**src/rtl/dm_hart_ctrl.sv**
```systemverilog
// Debug Module side halt/resume/register-access controller for one hart.
// Drives the core's dm_* handshake and reports status and abstract command results.
module dm_hart_ctrl #(
   parameter int unsigned ACCESS_CYCLES = 2,
   parameter int unsigned TIMEOUT       = 1023
) (
   input  logic        clk_i,
   input  logic        reset_i,
   input  logic        cmd_halt_req_i,
   input  logic        cmd_resume_req_i,
   input  logic        cmd_valid_i,
   output logic        cmd_ready_o,
   input  logic        cmd_write_i,
   input  logic [15:0] cmd_regno_i,
   input  logic [31:0] cmd_data_i,
   output logic        rsp_valid_o,
   output logic [31:0] rsp_data_o,
   output logic [2:0]  rsp_err_o,
   output logic        status_halted_o,
   output logic        status_resumeack_o,
   output logic        status_ebreak_o,
   output logic        status_unavail_o,
   output logic        core_halt_req_o,
   input  logic        core_halt_ack_i,
   input  logic        core_resume_ack_i,
   input  logic        core_ebreak_i,
   input  logic        core_step_exec_i,
   output logic        core_reg_rd_wr_en_o,
   output logic        core_reg_rd_wr_o,
   output logic [15:0] core_reg_rd_wr_address_o,
   output logic [31:0] core_reg_data_o,
   output logic        core_reg_data_oe_o,
   input  logic [31:0] core_reg_data_i
);

   // state       | meaning
   // ST_RUNNING  | hart running, commands answered with err 4
   // ST_HALTING  | halt requested, waiting for halt_ack
   // ST_HALTED   | hart halted, register commands accepted
   // ST_ACCESS   | register access in progress on the core port
   // ST_RESUMING | resume requested, waiting for resume_ack
   typedef enum logic [2:0] {
      ST_RUNNING,
      ST_HALTING,
      ST_HALTED,
      ST_ACCESS,
      ST_RESUMING
   } state_t;

   localparam logic [15:0] TMO_LOAD = 16'(TIMEOUT - 1);
   localparam logic [3:0]  ACC_LOAD = 4'(ACCESS_CYCLES - 1);

   state_t      state_q, state_d;
   logic [15:0] timer_q, timer_d;
   logic [3:0]  acc_cnt_q, acc_cnt_d;
   logic        pending_q, pending_d;
   logic        ready_q, ready_d;
   logic        rsp_valid_q, rsp_valid_d;
   logic [31:0] rsp_data_q, rsp_data_d;
   logic [2:0]  rsp_err_q, rsp_err_d;
   logic        halted_q, halted_d;
   logic        resumeack_q, resumeack_d;
   logic        ebreak_q, ebreak_d;
   logic        unavail_q, unavail_d;
   logic        halt_req_q, halt_req_d;
   logic        en_q, en_d;
   logic        rd_wr_q, rd_wr_d;
   logic [15:0] addr_q, addr_d;
   logic [31:0] wdata_q, wdata_d;
   logic        oe_q, oe_d;

   logic cmd_fire;
   logic regno_ok;

   assign cmd_fire = cmd_valid_i && ready_q;
   assign regno_ok = ((cmd_regno_i >= 16'h1000) && (cmd_regno_i <= 16'h101F)) ||
                     ((cmd_regno_i >= 16'h07B0) && (cmd_regno_i <= 16'h07B3));

   always_comb begin
      state_d     = state_q;
      timer_d     = timer_q;
      acc_cnt_d   = acc_cnt_q;
      pending_d   = pending_q;
      rsp_valid_d = 1'b0;
      rsp_data_d  = rsp_data_q;
      rsp_err_d   = rsp_err_q;
      halted_d    = halted_q;
      resumeack_d = resumeack_q;
      ebreak_d    = ebreak_q;
      unavail_d   = unavail_q;
      halt_req_d  = halt_req_q;
      en_d        = en_q;
      rd_wr_d     = rd_wr_q;
      addr_d      = addr_q;
      wdata_d     = wdata_q;
      oe_d        = oe_q;

      case (state_q)
         ST_RUNNING: begin
            if (cmd_fire) begin
               rsp_valid_d = 1'b1;
               rsp_err_d   = 3'd4;
            end
            // self-halt or step completion wins over a fresh haltreq
            if (core_halt_ack_i || core_ebreak_i) begin
               state_d    = ST_HALTED;
               halted_d   = 1'b1;
               halt_req_d = 1'b1;
               if (core_ebreak_i) ebreak_d = 1'b1;
            end else if (cmd_halt_req_i) begin
               state_d    = ST_HALTING;
               halt_req_d = 1'b1;
               timer_d    = TMO_LOAD;
            end
         end
         ST_HALTING: begin
            if (core_halt_ack_i) begin
               state_d  = ST_HALTED;
               halted_d = 1'b1;
               if (core_ebreak_i) ebreak_d = 1'b1;
            end else if (timer_q == 16'd0) begin
               unavail_d = 1'b1;
            end else begin
               timer_d = timer_q - 16'd1;
            end
         end
         ST_HALTED: begin
            pending_d = 1'b0;
            if (cmd_fire && regno_ok) begin
               state_d   = ST_ACCESS;
               acc_cnt_d = ACC_LOAD;
               pending_d = cmd_resume_req_i;
               en_d      = 1'b1;
               rd_wr_d   = cmd_write_i;
               addr_d    = cmd_regno_i;
               wdata_d   = cmd_write_i ? cmd_data_i : 32'd0;
               oe_d      = cmd_write_i;
            end else begin
               if (cmd_fire) begin
                  rsp_valid_d = 1'b1;
                  rsp_err_d   = 3'd2;
               end
               if ((cmd_resume_req_i || pending_q) && !cmd_halt_req_i) begin
                  state_d     = ST_RESUMING;
                  halt_req_d  = 1'b0;
                  resumeack_d = 1'b0;
                  ebreak_d    = 1'b0;
                  timer_d     = TMO_LOAD;
               end
            end
         end
         ST_ACCESS: begin
            if (cmd_resume_req_i) pending_d = 1'b1;
            if (acc_cnt_q == 4'd0) begin
               state_d     = ST_HALTED;
               rsp_valid_d = 1'b1;
               rsp_err_d   = 3'd0;
               if (!rd_wr_q) rsp_data_d = core_reg_data_i;
               en_d        = 1'b0;
               rd_wr_d     = 1'b0;
               addr_d      = 16'd0;
               wdata_d     = 32'd0;
               oe_d        = 1'b0;
            end else begin
               acc_cnt_d = acc_cnt_q - 4'd1;
            end
         end
         ST_RESUMING: begin
            if (core_resume_ack_i) begin
               state_d     = ST_RUNNING;
               resumeack_d = 1'b1;
               halted_d    = 1'b0;
            end else if (timer_q == 16'd0) begin
               unavail_d = 1'b1;
            end else begin
               timer_d = timer_q - 16'd1;
            end
         end
         default: state_d = ST_RUNNING;
      endcase

      ready_d = (state_d == ST_RUNNING) || (state_d == ST_HALTED);
   end

   always_ff @(posedge clk_i or negedge reset_i) begin
      if (!reset_i) begin
         state_q     <= ST_RUNNING;
         timer_q     <= 16'd0;
         acc_cnt_q   <= 4'd0;
         pending_q   <= 1'b0;
         ready_q     <= 1'b0;
         rsp_valid_q <= 1'b0;
         rsp_data_q  <= 32'd0;
         rsp_err_q   <= 3'd0;
         halted_q    <= 1'b0;
         resumeack_q <= 1'b0;
         ebreak_q    <= 1'b0;
         unavail_q   <= 1'b0;
         halt_req_q  <= 1'b0;
         en_q        <= 1'b0;
         rd_wr_q     <= 1'b0;
         addr_q      <= 16'd0;
         wdata_q     <= 32'd0;
         oe_q        <= 1'b0;
      end else begin
         state_q     <= state_d;
         timer_q     <= timer_d;
         acc_cnt_q   <= acc_cnt_d;
         pending_q   <= pending_d;
         ready_q     <= ready_d;
         rsp_valid_q <= rsp_valid_d;
         rsp_data_q  <= rsp_data_d;
         rsp_err_q   <= rsp_err_d;
         halted_q    <= halted_d;
         resumeack_q <= resumeack_d;
         ebreak_q    <= ebreak_d;
         unavail_q   <= unavail_d;
         halt_req_q  <= halt_req_d;
         en_q        <= en_d;
         rd_wr_q     <= rd_wr_d;
         addr_q      <= addr_d;
         wdata_q     <= wdata_d;
         oe_q        <= oe_d;
      end
   end

   assign cmd_ready_o              = ready_q;
   assign rsp_valid_o              = rsp_valid_q;
   assign rsp_data_o               = rsp_data_q;
   assign rsp_err_o                = rsp_err_q;
   assign status_halted_o          = halted_q;
   assign status_resumeack_o       = resumeack_q;
   assign status_ebreak_o          = ebreak_q;
   assign status_unavail_o         = unavail_q;
   assign core_halt_req_o          = halt_req_q;
   assign core_reg_rd_wr_en_o      = en_q;
   assign core_reg_rd_wr_o         = rd_wr_q;
   assign core_reg_rd_wr_address_o = addr_q;
   assign core_reg_data_o          = wdata_q;
   assign core_reg_data_oe_o       = oe_q;

   // step completion is reported to the DM only through the later halt_ack
   logic unused_step;
   assign unused_step = core_step_exec_i;

endmodule

```
**config.mk**
```make
export PLATFORM = sky130hd
export DESIGN_NAME = dm_hart_ctrl
export DESIGN_NICKNAME = d
export VERILOG_FILES = /design/src/rtl/dm_hart_ctrl.sv
export SDC_FILE = /design/constraint.sdc
export NUM_CORES = 1
export LEC_CHECK = 0
export ABC_CLOCK_PERIOD_IN_PS = 3620
export CORE_MARGIN = 5
export CORE_UTILIZATION = 49
export CTS_BUF_LIST = sky130_fd_sc_hd__clkbuf_8
export CTS_CLUSTER_DIAMETER = 40
export CTS_CLUSTER_SIZE = 14
export DETAILED_ROUTE_END_ITERATION = 8
export PLACE_DENSITY = 0.87
export SLEW_MARGIN = 0
export SYNTH_ARGS = -nofsm -noshare
export SYNTH_HDL_FRONTEND = slang
export SYNTH_SLANG_ARGS = --single-unit
```
**constraint.sdc**
```tcl
create_clock -name clk_i -period 3.62 [get_ports clk_i]
set_input_delay 0.362 -clock clk_i [delete_from_list [all_inputs] [get_ports clk_i]]
set_output_delay 0.362 -clock clk_i [all_outputs]
set_load 0.02 [all_outputs]
```
# Word-level counts from Yosys, hierarchy flattened

Cells that the tools add are included.

Register bits after elaboration: 116
Input port bits: 90
Output and inout port bits: 93
Word-level logic and storage cells: 140

$add $sub $neg: 2
Order comparisons: 4
Equal/unequal tests: 21
Multiplexer cells: 62
Bitwise logic cells: 1
Reductions and logical operators: 33

Operator list:

| cell                                                              | number |
|---|---|
| 2-to-1 mux 16 bit                                                 | 9 |
| 2-to-1 mux 32 bit                                                 | 3 |
| one-hot mux 16 bit (4 select lines)                               | 1 |
| one-hot mux 32 bit (2 select lines)                               | 1 |
| 2-to-1 mux 3 bit                                                  | 11 |
| one-hot mux 16 bit (2 select lines)                               | 1 |
| != test 2 bit (second input constant)                             | 15 |
| 2-to-1 mux 1 bit                                                  | 22 |
| >= comparator 16 x 11 -> 1 bit (second input constant)            | 1 |
| >= comparator 16 x 13 -> 1 bit (second input constant)            | 1 |
| less-or-equal comparator 16 x 11 -> 1 bit (second input constant) | 1 |
| less-or-equal comparator 16 x 13 -> 1 bit (second input constant) | 1 |
| zero test 16 bit                                                  | 1 |
| subtractor 16 x 1 -> 16 bit (second input constant)               | 1 |
| one-hot mux 3 bit (5 select lines)                                | 1 |
| one-hot mux 1 bit (2 select lines)                                | 6 |
| AND reduction 3 bit                                               | 4 |
| AND reduction 4 bit                                               | 3 |
| AND reduction 5 bit                                               | 2 |
| == test 3 x 2 -> 1 bit (second input constant)                    | 3 |
| one-hot mux 1 bit (3 select lines)                                | 3 |
| one-hot mux 3 bit (3 select lines)                                | 1 |
| nonzero test 3 bit                                                | 3 |
| 2-to-1 mux 4 bit                                                  | 2 |
| 15 further kinds                                                  | 26 |

# Longest topological paths before layout

Gate-level depths: netlist (run 1).

Depth after elaboration: 8
Depth in mapped cells: 8
Mapped depth without buffers: 7

# Least setup slack after synthesis (run 1)

No wires, ideal clock.

Path kind: register -> register
Start: register timer_q[0]
End: register timer_q[1]
Setup time: 0.128 ns
Arrival time: 1.912 ns
Required time: 3.492 ns
Path slack: 1.581 ns
Stages on the path, launching flop included: 8
Path buffers: 0
Period minus slack after synthesis: 2.039 ns
Cells stage by stage: dfrtp_1 > inv_1 > ha_1 > nor3b_1 > nand4_1 > nor3_1 > nor3_2 > mux2_1

Word-level cells in the longest chain between the ends: 4
Elaborated cells on any way between the ends: 6
Those cells by class: add/sub (1); mux (4); reduce/logical (1)

RTL lines:

| item                                                                   | line     | source |
|---|---|---|
| start, declared                                                        | 54       | `logic [15:0] timer_q, timer_d;` |
| start signal, assigned                                                 | 207      | `timer_q <= timer_d;` |
| subtractor 16 x 1 -> 16 bit / zero test 16 bit (equally long branches) | n/a      |  |
| 2-to-1 mux 16 bit (*)                                                  | 121, 173 |  |
| 2-to-1 mux 16 bit, on equally long branches                            | 169, 117 |  |
| one-hot mux 16 bit (4 select lines) (*)                                | 98       | `case (state_q)` |

Mark *: on every way between the ends. The rest lies on a longest branch, timed or not. The select of a mux whose other input is x is not followed.
A chain may end at the register's enable or synchronous reset.

# Worst setup path after layout (run 1)

Start: register state_q[1]
End: register wdata_q[16] (netlist: core_reg_data_o[16])

Word-level cells in the longest chain between the ends: 3
Elaborated cells on any way between the ends: 7
Those cells by class: eq/ne (4); mux (1); reduce/logical (2)

RTL lines:

| item                                                                        | line | source |
|---|---|---|
| start, declared                                                             | 53   | `state_t state_q, state_d;` |
| start signal, assigned                                                      | 206  | `state_q <= state_d;` |
| == test 3 x 2 -> 1 bit                                                      | 98   |  |
| != test 2 bit (no source line) / nonzero test 2 bit (equally long branches) | n/a  |  |
| AND reduction 3 bit (no source line)                                        | n/a  |  |
| end signal, assigned                                                        | 222  | `wdata_q <= wdata_d;` |
| end, declared                                                               | 69   | `logic [31:0] wdata_q, wdata_d;` |

Parallel ways exist; a longest one is shown, timed or not.

==> metrics.md, run 1 <==
| Metric | Value |
|---|---|
| Fin crit share | 72.5% |
| Post-CTS Resized | 0 |
| Seq/Total Area, Yosys | 58.6% |
| Worst Skew | 0.00948 ns |
| Initial Util | 50.2% |
| Pre-CTS setup slack | 0.631 ns |
| R2R depth | 6 |
| Critical Path End Type | flop |
| Worst-path clk slew | 0.07 ns |
| Final hold violation count | 0 |
| Layout cells sized above 1 | 12.0% |
| Worst Setup Slack, final | 0.996 ns |
| 1st-pass router iterations | 4 |
| Critical path type | flop to flop |
| Hpwl dp | 9690 um |
| Synthesis-to-finish area growth | 47.3% |
| Mean Syn Cell Area | 12.1 sq um |
| DRC Markers | 0 |
| Crit path time final | 2.62 ns |
| Comb pwr share | 26.3% |
| Cell Int Power | 0.00275 W |
| Count of pins over their slew limit | 0 |
| Total CTS buffers | 17 |
| Seq pwr share | 41.8% |
| Non-Filler Instances | 735 |
| Die span in x | 110 um |
| FF+latch area | 0.00288 sq mm |
| Clk root buf | clkbuf_8 |
| HP Class | flop to flop |
| Initial antenna violation count | 1 |
| Leak pwr | 3.19 nW |
| Yosys cell types | 54 |
| Area leader, netlist | dfrtp_1 |
| EDFF count, synth | 0 |
| Power share of the clock group | 31.9% |
| FF+latch count, synth | 115 |
| Input/output buffers | 180 |
| Ports | 183 |
| H-tree levels | 4 |
| Worst path required time | 3.98 ns |
| CTS max path bufs | 2 |
| Vias per cell | 5.53 |
| Syn_nets | 500 |
| Initial drt markers | 273 |
| Count leader, synth | dfrtp_1 |
| Share of the synthesized area in the top cell type | 58.6% |
| Routed WL | 13300 um |
| Critical Path Start Type | flop |
| Via Count | 4063 |
| # setup viols final | 0 |
| Clock Latency Late Sink | 0.43 ns |
| Critical Path Fanout Max | 22 |
| Chip height | 110 um |
| Die ar. | 0.0121 sq mm |
| Ys flop type | dfrtp_1 |
| Filler Cell Count | 656 |
| Total gr overflow | 0 |
| Synth Instances | 407 |
| Synthesis warning total | 0 |
| Relative slew margins | 35.1% |
| RSZ-0062 raised after global routing | false |
| Cells after DPL | 702 |
| Setup tns final | 0 ns |
| Vias in the first global route | 4276 |
| Largest net degree at the start of global routing | 54 |
| Final Net Count | 682 |
| FFs w/ async S/R, synth | 100% |
| Total GRT Usage | 22.4% |
| First-pass GRT wire length | 20900 um |
| Routed WL per cell | 18.1 um |
| Peak supply drop | 0.000281 V |
| Antenna Nets Post-Route | 0 |
| FP Rows | 36 |
| Clk sinks | 115 |
| Hold Crit Depth | 1 |
| PD cells | 552 mW/mm^2 |
| Multi-input gate area | 0.00184 sq mm |
| Worst Tran Pin Value | 0.974 ns |
| Max Fclk | 381 MHz |
| Mapped Area | 0.00491 sq mm |
| CTS tree | built |
| CP arrival | 2.99 ns |
| Top post-synthesis cells by area | dfrtp_1, a22o_1, mux2_2 |
| Switch share | 31.2% |
| Max cap viols | 0 |
| Switch Pwr | 0.00125 W |
| RD Place Congestion | 0.864 |
| Placeable Area | 0.00977 sq mm |
| Top cells by count, synth | dfrtp_1, a22o_1, mux2_2, nand2_1, o21ai_0 |
| # diodes | 0 |
| Outcome | finished clean |
-- worst max-delay path, cell delays in order (launching register included) --
cell      delay (ns)
dfrtp_1         0.56
nor2b_1         0.36
nor2b_1         0.42
o2111a_1        0.29
and2_1          0.52
buf_12          0.23
a22o_1          0.16
-- state kept, by name, indices dropped and copies added, names as in the netlist --
| signal | count |
|---|---|
| cmd_ready_o | 1 |
| core_halt_req_o | 1 |
| timer_q | 16 |
| core_reg_rd_wr_en_o | 1 |
| rsp_err_o | 2 |
| rsp_data_o | 32 |
| state_q | 3 |
| acc_cnt_q | 4 |
| rsp_valid_o | 1 |
| core_reg_data_oe_o | 1 |
| core_reg_data_o | 32 |
| status_ebreak_o | 1 |
| status_resumeack_o | 1 |
| pending_q | 1 |
| core_reg_rd_wr_address_o | 16 |
| status_halted_o | 1 |
| status_unavail_o | 1 |
-- kinds of logic after synthesis --
kind of cell,after synthesis,synth area share [%]
multiplexers,34,7.77
adder cells (fa/ha/maj),3,0.765
buffers and inverters,37,3.92
flip-flops,115,58.6
AO/OA/AOI/OAI,113,16.8
XOR/XNOR,2,0.357
AND/OR/NAND/NOR,102,11.7
other,1,0.0764
-- power by group through the flow --
stage	Clock [W]	Combinational (W)	Sequential, W
final	0.00127	0.00105	0.00167
after global routing	0.00136	0.00114	0.00170
after CTS	0.00130	0.00106	0.00166
after detailed placement	0	0.00105	0.00168
after global placement	0	0.00101	0.00167
after floorplan	0	0.000491	0.00175
-- metal layers --
| metal | routed length, um | global-route usage, % | part of all wire [%] | vias up |
|---|---|---|---|---|
| met3 | 1240 | 7.28 | 9.3 | 18 |
| li1 | - | - | - | 1858 |
| met5 | 12 | 0 | 0.090 | - |
| met1 | 5030 | 26.4 | 38 | 1991 |
| met2 | 6850 | 38.5 | 52 | 194 |
| met4 | 159 | 8.27 | 1.2 | 2 |
-- layout by cell type, fill, tap and decap left out, drive strengths merged, types with 3 or more instances in the layout --
cell type / Yosys / layout
and2: 3 / 3
clkdlybuf4s50: 0 / 179
nand3: 8 / 8
nand2b: 6 / 6
clkinvlp: 0 / 3
and3: 5 / 5
o21ai: 28 / 28
nand2: 23 / 23
nor2: 18 / 18
a21oi: 10 / 10
nor2b: 4 / 4
o31ai: 6 / 6
mux2: 33 / 33
ha: 3 / 3
dfrtp: 115 / 115
buf: 18 / 7
o31a: 3 / 3
a22o: 37 / 37
inv: 13 / 15
nor3: 9 / 9
a21o: 8 / 8
or4: 3 / 3
bufinv: 0 / 3
a31oi: 4 / 4
or3: 5 / 5
nor4: 3 / 3
clkbuf: 6 / 22
nor3b: 5 / 5
-- path summary, 6_finish.rpt --
path | slack [ns] | endpoint | start
max in group asynchronous | 2.16 | rsp_data_o[27] | reset_i
max reg2reg | 1.0 | core_reg_data_o[16] | state_q[1]
max | 1.0 | core_reg_data_o[16] | state_q[1]
min in group asynchronous | 0.51 | core_reg_data_o[6] | reset_i
min reg2reg | 0.49 | rsp_data_o[12] | rsp_data_o[12]
min | 0.49 | rsp_data_o[12] | rsp_data_o[12]
-- stage by stage --
step / area, sq um / total power [W] / utilization (%) / hold WS, ns
floorplan: 4910 / 0.00224 / - / 0.0664
global placement: 6790 / 0.00268 / 69.5 / 0.421
detailed placement: 6790 / 0.00273 / 69.5 / 0.438
CTS: 7230 / 0.00402 / 74.0 / 0.476
global route: 7230 / 0.00419 / 74.0 / 0.514
finish: 7230 / 0.00399 / 74.0 / 0.487
-- final cells by class --
cell class	count	share of cell area, %
clock buffer	22	4.19
clock inverter	10	1.80
tap	133	2.30
sequential	115	39.8
inverter	13	0.675
timing repair buffer	187	25.8
multi-input combinational	255	25.5
-- what timing repair did --
action                    in CTS  in global routing
buffers inserted               0                  0
hold buffers                   1                  0
hold endpoints to repair      51                  0
No activity file was read; power rests on OpenSTA's default activity.
==> inputs of run 2 (changes only) <==
--- a/config.mk
+++ b/config.mk
@@ -5,14 +5,14 @@
 export SDC_FILE = /design/constraint.sdc
 export NUM_CORES = 1
 export LEC_CHECK = 0
-export ABC_CLOCK_PERIOD_IN_PS = 3620
+export ABC_CLOCK_PERIOD_IN_PS = 2700
 export CORE_MARGIN = 5
-export CORE_UTILIZATION = 49
+export CORE_UTILIZATION = 46
 export CTS_BUF_LIST = sky130_fd_sc_hd__clkbuf_8
 export CTS_CLUSTER_DIAMETER = 40
 export CTS_CLUSTER_SIZE = 14
 export DETAILED_ROUTE_END_ITERATION = 8
-export PLACE_DENSITY = 0.87
+export PLACE_DENSITY = 0.83
 export SLEW_MARGIN = 0
 export SYNTH_ARGS = -nofsm -noshare
 export SYNTH_HDL_FRONTEND = slang
==> constraint.sdc (replaced) <==
create_clock -name clk_i -period 2.7 [get_ports clk_i]
set_input_delay 0.27 -clock clk_i [delete_from_list [all_inputs] [get_ports clk_i]]
set_output_delay 0.27 -clock clk_i [all_outputs]
set_load 0.02 [all_outputs]
==> run 2 against run 1 <==
Effect of this change: utilization shrank 4.1 points; clock power grew 21%; critical endpoint is now timer_q[9]; critical path type unchanged; fmax grew 4.6%; hold slack lost 0.11 ns; final cell count grew 0.95%; register-to-register slack lost 0.80 ns; first-iteration DRC count shrank 2.9%; via count shrank 2.0%; clock skew shrank 0.0016 ns; non-clock buffer count grew 6; largest power group unchanged.
==> metrics.md, run 2 (synthesis gave the netlist of run 1 again) <==
| Metric | Value |
|---|---|
| Critical Path Fanout Max | 9 |
| Worst Skew | 0.00793 ns |
| Worst-path clk slew | 0.07 ns |
| Vias per cell | 5.37 |
| Total GRT Usage | 20.2% |
| CTS max path bufs | 2 |
| Worst hold slack | 0.381 ns |
| Largest net degree at the start of global routing | 74 |
| Routed WL | 12700 um |
| # diodes | 0 |
| HP Class | input pin to async pin |
| Critical path type | flop to flop |
| Non-Filler Instances | 742 |
| Outcome | finished clean |
| Final hold violation count | 0 |
| Fin crit share | 92.9% |
| Post-CTS Resized | 0 |
| Peak supply drop | 0.000330 V |
| Fin area | 0.00725 sq mm |
| Total gr overflow | 0 |
| Initial drt markers | 265 |
| DRC Markers | 0 |
| First-pass GRT wire length | 20600 um |
| Initial antenna violation count | 0 |
| Initial Util | 47.3% |
| Routed WL per cell | 17.2 um |
| Setup tns final | 0 ns |
| Flop2flop setup slack | 0.19 ns |
| Crit path time final | 2.51 ns |
| Cell Int Power | 0.00356 W |
| 1st-pass router iterations | 7 |
| RR Endpoint | timer_q[9] |
| Max Fclk | 399 MHz |
| RD Place Congestion | 0.844 |
| Final Net Count | 688 |
| Worst Tran Pin Value | 0.549 ns |
| Commonest non-fill, non-tap cell in the layout | clkdlybuf4s50_1 |
| # setup viols final | 0 |
| FP Rows | 37 |
| CP arrival | 2.80 ns |
| Switch Pwr | 0.00164 W |
| Clock Latency Late Sink | 0.42 ns |
| Placeable Area | 0.0104 sq mm |
| Worst path required time | 2.99 ns |
| Chip height | 113 um |
| Synthesis-to-finish area growth | 47.6% |
| Clk root buf | clkbuf_8 |
| Antenna Nets Post-Route | 0 |
| CTS tree | built |
| Power share of the clock group | 29.7% |
| Seq pwr share | 42.6% |
| Reg2reg start | timer_q[0] |
| PD cells | 717 mW/mm^2 |
| Most frequent cells in the layout | clkdlybuf4s50_1, dfrtp_1, a22o_1 |
| Count of pins over their slew limit | 0 |
| Total CTS buffers | 17 |
| Leak pwr | 3.20 nW |
| H-tree levels | 4 |
| RSZ-0062 raised after global routing | false |
| Critical Path Start Type | flop |
| Comb pwr share | 27.7% |
| Relative slew margins | 63.4% |
| Die ar. | 0.0128 sq mm |
| Ports | 183 |
| Input/output buffers | 180 |
| Clk sinks | 115 |
| Via Count | 3981 |
| R2R depth | 7 |
| Area after DPL | 0.00685 sq mm |
| Hpwl dp | 9380 um |
| Max cap viols | 0 |
| Vias in the first global route | 4042 |
| Layout cells sized above 1 | 12.7% |
| Cells after DPL | 711 |
| Critical Path End Type | flop |
| Die span in x | 113 um |
| Switch share | 31.5% |
run 2: critical path, stage by stage (launching register included):
cell and delay [ns]:
dfrtp_1 0.41, inv_1 0.07, ha_1 0.18, nor3b_1 0.46
nand4_1 0.38, nor3_1 0.39, or3_1 0.37, o31ai_1 0.12
run 2: power by group through the flow:
stage	combinational [W]	clock (W)	sequential, W
2_1_floorplan	0.000658	0	0.00235
3_3_place_gp	0.00140	0	0.00222
3_5_place_dp	0.00144	0	0.00224
4_1_cts	0.00145	0.00158	0.00221
5_1_grt	0.00157	0.00167	0.00225
6_report	0.00144	0.00154	0.00221
run 2: cell type report:
type                    count  area, sq um
clock buffers              20          275
well taps                 136          170
inverters                  13         48.8
multi-input cells         255         1840
clock inverters            10          110
repair buffers            193         1920
fillers                   780         3120
flip-flops and latches    115         2880
run 2: what timing repair did:
action	4_1_cts	5_1_grt
endpoints found under the hold margin	42	0
hold buffers	1	0
buffers inserted	0	0
run 2: layer usage:
metal | up-vias | GRT usage, % | wire (um)
li1 | 1863 | - | -
met1 | 1952 | 25.5 | 5380
met2 | 153 | 33.2 | 6320
met3 | 13 | 7.11 | 906
met4 | 0 | 5.69 | 145
met5 | - | 0 | 0
run 2: worst max path at each step:
stage	from	end	slack [ns]	depth (start not counted)
4_1_cts	timer_q[0]	timer_q[9]	0.27	7
5_1_grt	timer_q[0]	timer_q[3]	0.04	7
6_report	timer_q[0]	timer_q[9]	0.19	7
2_1_floorplan	timer_q[0]	timer_q[1]	0.66	7
3_3_place_gp	cmd_regno_i[10]	core_reg_data_o[2]	0.21	7
3_5_place_dp	cmd_regno_i[10]	core_reg_data_o[8]	0.15	7
run 2: through the flow:
stage	worst slack (ns)	util [%]	power (W)
after floorplan	0.661	-	0.00301
after global placement	0.207	66.1	0.00362
after detailed placement	0.152	66.1	0.00368
after CTS	0.274	69.9	0.00524
after global routing	0.0418	69.9	0.00549
final	0.191	69.9	0.00520
==> inputs of run 3 (changes only) <==
--- a/config.mk
+++ b/config.mk
@@ -10,7 +10,7 @@
 export CORE_UTILIZATION = 46
 export CTS_BUF_LIST = sky130_fd_sc_hd__clkbuf_8
 export CTS_CLUSTER_DIAMETER = 40
-export CTS_CLUSTER_SIZE = 14
+export CTS_CLUSTER_SIZE = 20
 export DETAILED_ROUTE_END_ITERATION = 8
 export PLACE_DENSITY = 0.83
 export SLEW_MARGIN = 0
==> results of run 3 <==
The final DEF is identical to that of run 2; final timing and power are the same.
==> edit 1 (settings of run 2) <==
The 5 states of `state_t` get a one-hot encoding in 5 bits.
--- a/src/rtl/dm_hart_ctrl.sv
+++ b/src/rtl/dm_hart_ctrl.sv
@@ -39,12 +39,12 @@
    // ST_HALTED   | hart halted, register commands accepted
    // ST_ACCESS   | register access in progress on the core port
    // ST_RESUMING | resume requested, waiting for resume_ack
-   typedef enum logic [2:0] {
-      ST_RUNNING,
-      ST_HALTING,
-      ST_HALTED,
-      ST_ACCESS,
-      ST_RESUMING
+   typedef enum logic [4:0] {
+      ST_RUNNING  = 5'b00001,
+      ST_HALTING  = 5'b00010,
+      ST_HALTED   = 5'b00100,
+      ST_ACCESS   = 5'b01000,
+      ST_RESUMING = 5'b10000
    } state_t;
 
    localparam logic [15:0] TMO_LOAD = 16'(TIMEOUT - 1);
Check against the original RTL: no difference found for any inputs over 10 cycles, from zero or initial values and one cycle with reset_i low; not proved beyond that.
==> edit 1 against run 2 <==
Synthesized cell count up 4.9%. Total power down 6.5%. Wire length up 11%. Design area up 3.6%. Utilization down 0.63 points. Sequential cell count up 2. Setup slack better by 0.045 ns. Synthesized area up 3.6%. Highest routed layer unchanged.
==> edit 1: results (changes against run 2) <==
synth.area.top_cells: "dfrtp_1 57%, mux2_2 6.9%, a22o_1 6.7%"  # was dfrtp_1 59%, a22o_1 6.6%, mux2_2 6.0%
synth_compound_area_frac: 0.1680  # was 0.1679
highest_layer: "met4"  # unchanged
holdWs_ns: 0.3307  # was 0.3807 ns
viasPerCell: 5.489  # was 5.365
status: "finished clean"  # unchanged
muxShareOfSynthArea: 0.07501  # was 0.07773
dr_wl_met2_um: 7247  # was 6316 µm
synth_xor_area_frac: 0.006886  # was 0.003568
gp_congestion: 0.9100  # was 0.8442
drt-pass1-iter-count: 5  # was 7
post-cts-setup-buffers: 0  # unchanged
drt-initial-drc-count: 184  # was 265
place_ws_ns: 0.1910  # was 0.1520 ns
h-tree-depth: 4  # unchanged
synth_fa_ha_area_frac: 0.007378  # was 0.007645
finalClockSkew_ns: 0.01033  # was 0.007926 ns
grtUsageTotal: 0.2251  # was 0.2023
r2r_start: "state_q[1]$_DFF_PN0_"  # was timer_q[0]$_DFFE_PN0P_
ir_drop_mv: 0.3034  # was 0.3302 mV
grt_pass1_vias: 4518  # was 4042
syn_inst: 427  # was 407
ys_seq_area_frac: 0.5758  # was 0.5861
dr_wl_met3_um: 1140  # was 906 µm
dpl-instance-area_um2: 7059  # was 6853 µm²
dp.cells: 733  # was 711
ys_types: 58  # was 54
cp_max_fo: 14  # was 9
instances_no_fill: 765  # was 742
finalNetCount: 706  # was 688
cpMaxStageDelayCell: "dfrtp_1"  # was nor3b_1
wl_met1_um: 5362  # was 5379 µm
endpoint: "timer_q[8]$_DFFE_PN0P_"  # was timer_q[9]$_DFFE_PN0P_
rows: 38  # was 37
grt_first_pass_wirelength_um: 23070  # was 20630 µm
drive_gt1_frac: 0.1456  # was 0.1271
grt_max_degree: 86  # was 74
fp.dieW_um: 115.2  # was 113.3 µm
cts_buffers: 17  # unchanged
synth_nets: 520  # was 500
hpwl_um: 10470  # was 9383 µm
crit_path_end_kind: "register"  # unchanged
reg2reg_depth: 6  # was 7
worst_slack_ns: 0.2363  # was 0.1914 ns
leakagePower_nw: 3.334  # was 3.202 nW
slew_headroom: 0.3490  # was 0.6342
worstHoldPathType: "in -> async"  # unchanged
yosys_warnings: 0  # unchanged
synth_common_cells: "116 x dfrtp_1, 39 x a22o_1, 38 x nand2_1, 31 x mux2_2, 18 x nor2_1"  # was 115 x dfrtp_1, 37 x a22o_1, 26 x mux2_2, 23 x nand2_1, 20 x o21ai_0
wl_um: 14190  # was 12750 µm
slowest_delay_ns: 0.61  # was 0.46 ns
antennaDiodeCount: 0  # unchanged
[edit 1: changes by cell type after synthesis, sizes merged, moves of 5 or more]
cell	change
nand2	+15
and2	+6
o21ai	-14
nand4	+5
clkbuf	+7
o31ai	+8
buf	-7
o22a	+5
nand3	-6
[edit 1: cell type report]
class	instances	area, µm²
clock inverter	12	177.7
inverter	9	33.78
timing repair buffer	191	1909
clock buffer	19	261.5
multi-input combinational	277	2022
tap	140	175.2
sequential	117	2929
fill	796	3332
[edit 1: layer usage]
layer	global-route usage	up-vias
met5	0	-
met4	0.1002	0
met3	0.08579	37
met2	0.3846	148
met1	0.2497	2068
li1	-	1946
[edit 1: where the power goes]
group          switching [mW]  internal [mW]
Combinational           0.538          0.494
Clock                   0.716           1.05
Sequential              0.174           1.89
Total                    1.43           3.43
[edit 1: worst max-delay path, delay by kind of cell (launching register included)]
family | cells | cell delay, ns
DFF | 1 | 0.61
buffers and inverters | 1 | 0.21
AOI/OAI and AO/OA | 3 | 0.73
and+or+nand+nor | 2 | 0.83
==> edit 2 (settings of run 2) <==
Without the edit above. The parameter `TIMEOUT` goes from 1023 to 511.
--- a/src/rtl/dm_hart_ctrl.sv
+++ b/src/rtl/dm_hart_ctrl.sv
@@ -2,7 +2,7 @@
 // Drives the core's dm_* handshake and reports status and abstract command results.
 module dm_hart_ctrl #(
    parameter int unsigned ACCESS_CYCLES = 2,
-   parameter int unsigned TIMEOUT       = 1023
+   parameter int unsigned TIMEOUT       = 511
 ) (
    input  logic        clk_i,
    input  logic        reset_i,
Formal check against the unedited RTL: no difference found for any inputs over 4 cycles, from zero or initial values and one cycle with reset_i low; that may be too few to reach the edited logic, so the function may still have changed.
==> edit 2 against run 2 <==
Synthesized area decreased by 1.6%. Count of clock-buffer cells in the layout decreased by 1. Setup slack improved by 0.17 ns. Critical path type unchanged. Cell count decreased by 0.94%. Non-clock buffer count unchanged. Via count increased by 0.60%. Largest cell class unchanged. Sequential cell count unchanged. Total power decreased by 10%. Design area about the same. Critical endpoint is now timer_q[6]$_DFFE_PN0P_. First-iteration DRC count decreased by 26%. Wire length increased by 13%. Utilization increased by 0.62 points. Sequential power decreased by 8%. Die area decreased by 1.5%.
==> edit 2: results (changes against run 2) <==
r2r_end: "timer_q[6]$_DFFE_PN0P_"  # was timer_q[9]$_DFFE_PN0P_
wl_um: 14420  # was 12750 µm
grtUsageTotal: 0.2356  # was 0.2023
use_met1: 0.2750  # was 0.2546
dr_wl_met2_um: 7561  # was 6316 µm
grtUsageMet3: 0.09111  # was 0.07112
gp_congestion: 0.8305  # was 0.8442
status: "finished clean"  # unchanged
slew_headroom: 0.6023  # was 0.6342
worstPathArrival_ns: 2.64  # was 2.80 ns
dr_wl_met3_um: 1219  # was 906 µm
reg2reg_depth: 5  # was 7
ys_types: 58  # was 54
worstHoldPathType: "in -> async"  # unchanged
leakagePower_nw: 3.217  # was 3.202 nW
hpwl_um: 10300  # was 9383 µm
grt_pass1_vias: 4480  # was 4042
critPathLaunch: "state_q[2]$_DFF_PN0_"  # was timer_q[0]$_DFFE_PN0P_
synth.area.top_cells: "dfrtp_1 60%, mux2_2 7.7%, a22o_1 7.6%"  # was dfrtp_1 59%, a22o_1 6.6%, mux2_2 6.0%
ir_drop_mv: 0.3442  # was 0.3302 mV
async_flop_share: 1.000  # unchanged
drt-initial-drc-count: 195  # was 265
finalClockSkew_ns: 0.007666  # was 0.007926 ns
cp_max_fo: 12  # was 9
antennaDiodeCount: 0  # unchanged
drive_gt1_frac: 0.1503  # was 0.1271
finalNetCount: 681  # was 688
clockBufferDepth: 2  # unchanged
grt_first_pass_wirelength_um: 23440  # was 20630 µm
ys_seq_area_frac: 0.5959  # was 0.5861
wl_met1_um: 5483  # was 5379 µm
grt_util_met2: 0.4080  # was 0.3321
ff2ff_setup_slack_ns: 0.36  # was 0.19 ns
r2r_start: "state_q[2]$_DFF_PN0_"  # was timer_q[0]$_DFFE_PN0P_
synth_nets: 493  # was 500
cts_buffers: 17  # unchanged
synth_common_cells: "115 x dfrtp_1, 42 x a22o_1, 33 x mux2_2, 28 x nand2_1, 26 x nor2_1"  # was 115 x dfrtp_1, 37 x a22o_1, 26 x mux2_2, 23 x nand2_1, 20 x o21ai_0
drt-pass1-iter-count: 4  # was 7
grt_max_degree: 55  # was 74
clkLatencyLatePin_ns: 0.42  # about the same
vias: 4005  # was 3981
==> edit 2: cell types whose count changed after synthesis, moves of 6 or more <==
cell,before,now
clkbuf_1,6,14
mux2_1,7,1
mux2_2,26,33
nand3_1,8,2
nor2_1,18,26
o21ai_0,20,14
o21ai_1,8,2
==> edit 2: worst max-delay path by stage <==
stage                                endpoint  cells past startpoint  slack [ns]
2_1_floorplan          timer_q[8]$_DFFE_PN0P_                      6        0.59
3_3_place_gp   core_reg_data_o[1]$_DFFE_PN0P_                      7        0.18
3_5_place_dp   core_reg_data_o[3]$_DFFE_PN0P_                      7        0.09
4_1_cts            rsp_data_o[27]$_DFFE_PN0P_                      7        0.35
5_1_grt            rsp_data_o[19]$_DFFE_PN0P_                      7        0.19
6_report               timer_q[6]$_DFFE_PN0P_                      5        0.36
==> edit 2: through the flow <==
| step | hold slack [ns] | instance area (µm²) | utilization | instances | setup slack (ns) |
|---|---|---|---|---|---|
| finish | 0.4411 | 7247 | 0.7051 | 735 | 0.3578 |
| global route | 0.4216 | 7247 | 0.7051 | 735 | 0.1936 |
| CTS | 0.4051 | 7247 | 0.7051 | 735 | 0.3542 |
| detailed placement | 0.3167 | 6838 | 0.6653 | 704 | 0.08655 |
| global placement | 0.3177 | 6838 | 0.6653 | 704 | 0.1764 |
| floorplan | -0.02559 | 4830 | - | 400 | 0.5897 |
==> edit 2: where the power goes <==
part	switching [mW]	total [mW]	internal (mW)
Clock	0.693	1.64	0.943
Sequential	0.169	2.04	1.87
Combinational	0.521	1.01	0.485
==> edit 2: worst max-delay path, cell delays in order, from the launching register on <==
cell	delay, ns
dfrtp_1	0.50
and2b_1	0.36
or3b_1	0.39
a21bo_2	0.25
or4_1	0.52
a22o_1	0.20
==> edit 2: cell type report <==
cell class / count / area, µm²
clock buffer: 19 / 261.5
timing repair buffer: 193 / 1949
inverter: 11 / 41.29
sequential: 115 / 2878
multi-input combinational: 250 / 1809
fill: 736 / 3030
clock inverter: 11 / 137.6
tap: 136 / 170.2
==> edit 2: logic make-up after synthesis <==
| family | count (synthesis) | share of synthesized area |
|---|---|---|
| flip-flops | 115 | 0.5959 |
| AND/OR/NAND/NOR | 105 | 0.1166 |
| AO/OA/AOI/OAI | 103 | 0.1591 |
| multiplexers | 35 | 0.08135 |
| buffers and inverters | 35 | 0.03316 |
| adder cells (fa/ha/maj) | 3 | 0.007773 |
| XOR/XNOR | 3 | 0.005441 |
| other | 1 | 0.0007765 |
